### src/rtl/dma_arb_pkg.sv
// Shared types and AHB-Lite encodings for the DMA read arbiter.
package dma_arb_pkg;

    typedef enum logic [1:0] {
        ARB_IDLE,
        ARB_ADDR,
        ARB_DATA
    } arb_state_t;

    localparam logic [1:0] HTRANS_IDLE   = 2'b00;
    localparam logic [1:0] HTRANS_NONSEQ = 2'b10;
    localparam logic [2:0] HSIZE_WORD    = 3'b010;
    localparam logic [2:0] HBURST_SINGLE = 3'b000;

endpackage

### src/rtl/dma_req_slot.sv
// One requester's latch: pending flag, captured address and sticky overflow.
// A pulse arriving in the cycle this slot's transfer completes is accepted
// as a fresh request rather than counted as an overflow.
module dma_req_slot #(
    parameter int ADDR_W = 32
) (
    input  logic              CLK,
    input  logic              RESETn,
    input  logic              pulse,
    input  logic [ADDR_W-1:0] address,
    input  logic              complete,
    output logic              pending,
    output logic [ADDR_W-1:0] addr,
    output logic              overflow
);

    logic accept;

    assign accept = pulse && (!pending || complete);

    // Latch new requests, retire completed ones, flag dropped pulses.
    always_ff @(posedge CLK) begin
        if (!RESETn) begin
            pending  <= 1'b0;
            addr     <= '0;
            overflow <= 1'b0;
        end else begin
            if (accept) begin
                pending <= 1'b1;
                addr    <= address;
            end else if (complete) begin
                pending <= 1'b0;
            end
            if (pulse && pending && !complete) begin
                overflow <= 1'b1;
            end
        end
    end

endmodule

### src/rtl/dma_read_arbiter.sv
// Round-robin arbiter sharing one AHB-Lite read master between two DMA
// requesters. One single-word transfer is in flight at a time.
module dma_read_arbiter
    import dma_arb_pkg::*;
#(
    parameter int ADDR_W = 32,
    parameter int DATA_W = 32
) (
    input  logic              CLK,
    input  logic              RESETn,
    input  logic [1:0]        i_req,
    input  logic [ADDR_W-1:0] i_req_addr0,
    input  logic [ADDR_W-1:0] i_req_addr1,
    output logic [DATA_W-1:0] o_rdata,
    output logic [1:0]        o_rvalid,
    output logic [1:0]        o_err,
    output logic [1:0]        o_pending,
    output logic [1:0]        o_overflow,
    output logic [ADDR_W-1:0] HADDR,
    output logic [1:0]        HTRANS,
    output logic              HWRITE,
    output logic [2:0]        HSIZE,
    output logic [2:0]        HBURST,
    input  logic              HREADY,
    input  logic              HRESP,
    input  logic [DATA_W-1:0] HRDATA
);

    arb_state_t        state, state_next;
    logic              grant, grant_sel, last_grant;
    logic              start, addr_done, xfer_done;
    logic [1:0]        complete;
    logic [ADDR_W-1:0] slot_addr0, slot_addr1;

    assign HWRITE   = 1'b0;
    assign HSIZE    = HSIZE_WORD;
    assign HBURST   = HBURST_SINGLE;
    assign complete = {xfer_done && grant, xfer_done && !grant};

    dma_req_slot #(.ADDR_W(ADDR_W)) u_slot0 (
        .CLK      (CLK),
        .RESETn   (RESETn),
        .pulse    (i_req[0]),
        .address  (i_req_addr0),
        .complete (complete[0]),
        .pending  (o_pending[0]),
        .addr     (slot_addr0),
        .overflow (o_overflow[0])
    );

    dma_req_slot #(.ADDR_W(ADDR_W)) u_slot1 (
        .CLK      (CLK),
        .RESETn   (RESETn),
        .pulse    (i_req[1]),
        .address  (i_req_addr1),
        .complete (complete[1]),
        .pending  (o_pending[1]),
        .addr     (slot_addr1),
        .overflow (o_overflow[1])
    );

    // State register.
    always_ff @(posedge CLK) begin
        if (!RESETn) begin
            state <= ARB_IDLE;
        end else begin
            state <= state_next;
        end
    end

    // Next state, round-robin pick and phase strobes.
    always_comb begin
        state_next = state;
        start      = 1'b0;
        addr_done  = 1'b0;
        xfer_done  = 1'b0;
        if (o_pending == 2'b11) begin
            grant_sel = !last_grant;
        end else begin
            grant_sel = !o_pending[0];
        end
        case (state)
            ARB_IDLE: begin
                if (|o_pending) begin
                    start      = 1'b1;
                    state_next = ARB_ADDR;
                end
            end
            ARB_ADDR: begin
                if (HREADY) begin
                    addr_done  = 1'b1;
                    state_next = ARB_DATA;
                end
            end
            ARB_DATA: begin
                if (HREADY) begin
                    xfer_done  = 1'b1;
                    state_next = ARB_IDLE;
                end
            end
            default: state_next = ARB_IDLE;
        endcase
    end

    // AHB address-phase registers, grant history and data-return pulses.
    always_ff @(posedge CLK) begin
        if (!RESETn) begin
            HADDR      <= '0;
            HTRANS     <= HTRANS_IDLE;
            o_rdata    <= '0;
            o_rvalid   <= 2'b00;
            o_err      <= 2'b00;
            grant      <= 1'b0;
            last_grant <= 1'b1;
        end else begin
            o_rvalid <= 2'b00;
            o_err    <= 2'b00;
            if (start) begin
                grant  <= grant_sel;
                HADDR  <= grant_sel ? slot_addr1 : slot_addr0;
                HTRANS <= HTRANS_NONSEQ;
            end
            if (addr_done) begin
                HTRANS <= HTRANS_IDLE;
            end
            if (xfer_done) begin
                last_grant <= grant;
                if (HRESP) begin
                    o_err[grant] <= 1'b1;
                end else begin
                    o_rdata         <= HRDATA;
                    o_rvalid[grant] <= 1'b1;
                end
            end
        end
    end

endmodule

### config.mk
export PLATFORM = sky130hd
export DESIGN_NAME = dma_read_arbiter
export DESIGN_NICKNAME = d
export VERILOG_FILES = /design/src/rtl/dma_arb_pkg.sv /design/src/rtl/dma_req_slot.sv /design/src/rtl/dma_read_arbiter.sv
export SDC_FILE = /design/constraint.sdc
export NUM_CORES = 1
export LEC_CHECK = 0
export ABC_AREA = 1
export CAP_MARGIN = 15
export CELL_PAD_IN_SITES_DETAIL_PLACEMENT = 1
export CELL_PAD_IN_SITES_GLOBAL_PLACEMENT = 2
export CORE_MARGIN = 3
export CORE_UTILIZATION = 28
export DETAILED_ROUTE_END_ITERATION = 6
export PLACE_DENSITY = 0.95
export SYNTH_ARGS = -nofsm -noshare
export SYNTH_HDL_FRONTEND = slang
export SYNTH_HIERARCHICAL = 1
export SYNTH_SLANG_ARGS = --single-unit
### constraint.sdc
create_clock -name CLK -period 3.3 [get_ports CLK]
set_input_delay 0.33 -clock CLK [delete_from_list [all_inputs] [get_ports CLK]]
set_output_delay 0.33 -clock CLK [all_outputs]
set_load 0.005 [all_outputs]
==> key figures <==
Setup path
  – Critical path data required time: a little under 3000 ps
  – Startpoint Class: flop
  – Critical path class: flop to output port
  – Arr. time, crit path: 2080 ps
  – Setup crit end kind: output port
  – Reg2Reg Depth: 8
  – Crit-path cells: buf_4 > clkdlybuf4s50_1
  – Crit path buffers/inverters: 2
  – CP max FO: 25
  – Largest stage delay, worst path: 670 ps
  – WP depth: 2
  – CP delay by family, top: buffers and inverters
  – Slowest CP cell: dfxtp_1

Routing
  – Detail Route Antenna Nets: 0
  – Avg Vias per Cell: between 4 and 5
  – Starting DRC count in detailed routing: 235
  – Residual DRC: 0
  – Wirelength per Cell: 14.0 um
  – First drt pass iteration count: 5
  – Routed WL: about 20000 um
  – Vias: around 6.3k

Placement
  – GPL Wtd Cong: 0.788
  – Number of port buffers: around 170
  – DP HPWL: around 14000 um
  – Placed Area: between 8000 and 9000 um^2
  – Placed Cells incl. Taps: around 1.4k

STA
  – Skew final: approximately 19 ps
  – Least-Margin Pin Slew: around 870 ps
  – Period utilization: 0.731
  – Final Hold Violating Endpoints: 0
  – Setup tns final: 0 ps
  – Hold WS: ~360 ps
  – Minimum clock period: approximately 2400 ps
  – Setup Viol. Count Final: 0
  – RSZ-0062 raised after global routing: no
  – Pins Over Slew Limit: 0
  – F_max: a little over 0.4 GHz
  – Max-slew headroom: 0.418

Yosys
  – Post-Synth Simple-Gate Area: 0.326
  – Synthesized cell area: between 6000 and 7000 um^2
  – EDFF count, synth: 0
  – Seq cells post-synth: 141
  – Netlist cell types: 22
  – Ys async rst share: 0
  – Multiplexer area fraction after synthesis: 0
  – Synth area leader: dfxtp_1
  – Most numerous cell in the Yosys netlist: nand2_1
  – Main combinational cell family by area after synthesis: simple AND/OR/NAND/NOR gates
  – Post-synthesis adder-cell area fraction: 0
  – Synth Area in XOR/XNOR: 0
  – Main synth FF type: dfxtp_1
  – Compound-Gate Fraction of Synth Area: 0.0778
  – Cell count after synthesis: ~1000
  – Commonest cells post-synth: nand2_1 (201), inv_1 (173), dfxtp_1 (141)
  – YS warnings: 6
  – Top cells by area, synth: dfxtp_1 (42%), nand2_1 (11%), inv_1 (9.7%)
  – Top-area cell type share of the netlist area: 0.420
  – Register area share after synthesis: 0.420
  – Syn Area/Cell: roughly 6.9 um^2

Finish
  – Cell area after layout: around 9000 um^2
  – Layout cell share with drive strength beyond 1: 0.0868
  – ANT cells: 0
  – Nets@finish: about 1.2k
  – Area grow syn2layout: 35.3%
  – Non-filler instance count after layout: roughly 1.4k

Global route
  – Vias in the first global route: 6207
  – Grt total ovfl: 0
  – Largest net degree at the start of global routing: 72
  – Antenna violations before repair: 0
  – Gr usage total: 0.152
  – First-pass GRT wire length: ~32000 um

Floorplanning
  – Die ar.: 25900 um^2
  – Top-level I/O count: 183
  – Initial Util: 0.285
  – Chip height: approximately 160 um
  – Rows: between 50 and 60
  – Die X: between 150 and 200 um
  – Core area: 23500 um^2

Clock tree
  – CTS Sinks: 141
  – Hold Buf Count CTS: 0
  – H-Tree Depth: 4
  – Postcts setup bufs: 0
  – Post-CTS resize count: 0
  – Total CTS buffers: 17
  – Worst skew pair latency: 440 ps
  – Root Buffer: clkbuf_16
  – CTS tree: yes
  – Clk slew on worst S/H paths: ~70 ps
  – Clock Path Buffers: 2

Outcome
  – Status: finished clean

Flow run
  – Max-cap violation count: 0

Hold path
  – Hold Path Class: input port to flop
  – Worst hold path depth: 4

Power and ir drop
  – Maximum VDD drop: roughly 0.31 mV
  – Pwr dens: just over 500 nW/um^2
  – Leakage power: between 4 and 5 nW
==> through the flow <==
| step | power, W | setup slack (ps) | util |
|---|---|---|---|
| global route | 0.00485 | 766 | 0.386 |
| detailed placement | 0.00273 | 1230 | 0.361 |
| CTS | 0.00468 | 828 | 0.386 |
| finish | 0.00460 | 888 | 0.386 |
| global placement | 0.00272 | 1250 | 0.361 |
| floorplan | 0.00239 | 1990 | - |
==> power breakdown <==
part	switching [W]	total, W	internal (W)
clock	0.000893	0.00191	0.00102
sequential	0.0000755	0.00190	0.00183
combinational	0.000412	0.000784	0.000372
==> cells by family (layout without fill, tap and decap cells) <==
logic type,after synthesis,after routing
AO/OA/AOI/OAI,104,104
buffers and inverters,251,397
flip-flops,141,141
other,2,8
AND/OR/NAND/NOR,479,479
==> worst paths after layout <==
| kind | from | slack, ps | end |
|---|---|---|---|
| worst max-delay path | u_slot0/pending$_SDFFE_PN0P_ | 890 | o_pending[0] |
| worst min-delay path | i_req[1] | 360 | u_slot1/addr[10]$_SDFFE_PN0P_ |
| worst max register to register | u_slot1/pending$_SDFFE_PN0P_ | 1280 | HADDR[23]$_SDFFE_PN0P_ |
| worst min register to register | u_slot1/overflow$_SDFFE_PN0P_ | 460 | u_slot1/overflow$_SDFFE_PN0P_ |
==> registers in the layout (all words and copies together), names as in the netlist <==
signal and cells:
u_slot0/addr 32, o_rdata 32, o_rvalid 2, HADDR 32, grant 1, HTRANS 1, u_slot1/addr 32, u_slot0/overflow 1
u_slot1/pending 1, u_slot0/pending 1, state 2, u_slot1/overflow 1, last_grant 1, o_err 2
==> cell usage in the layout, fill, tap and decap left out, types with 4 or more instances in the layout <==
cell	n
conb_1	8
inv_8	4
clkinv_8	4
inv_1	173
buf_4	13
nand3_1	93
inv_6	5
a21oi_1	102
clkdlybuf4s50_1	171
nor2_1	136
dfxtp_1	141
nand3_2	41
nand2_1	201
clkbuf_16	17
==> layout make-up <==
cell class | instances | area, um^2
Clock inverter | 15 | 168
Inverter | 177 | 664
Clock buffer | 17 | 425
Fill cell | 2962 | 14500
Tap cell | 319 | 399
Timing Repair Buffer | 188 | 1860
Sequential cell | 141 | 2820
Multi-Input combinational cell | 591 | 2750
==> routing by layer <==
metal,vias up,global-route usage,part of all wire
li1,3219,-,-
met1,2893,0.196,0.47
met2,151,0.251,0.47
met3,25,0.0356,0.047
met4,0,0.0524,0.019
met5,-,0,0
==> worst register-to-register path: stages (launching register included) <==
cell,delay (ps)
dfxtp_1,360
nand2_1,90
buf_4,340
nand2_1,440
buf_4,370
nand2_1,90
nand3_1,80
nand2_1,100
inv_1,40
Power figures use the tool's default switching activity.
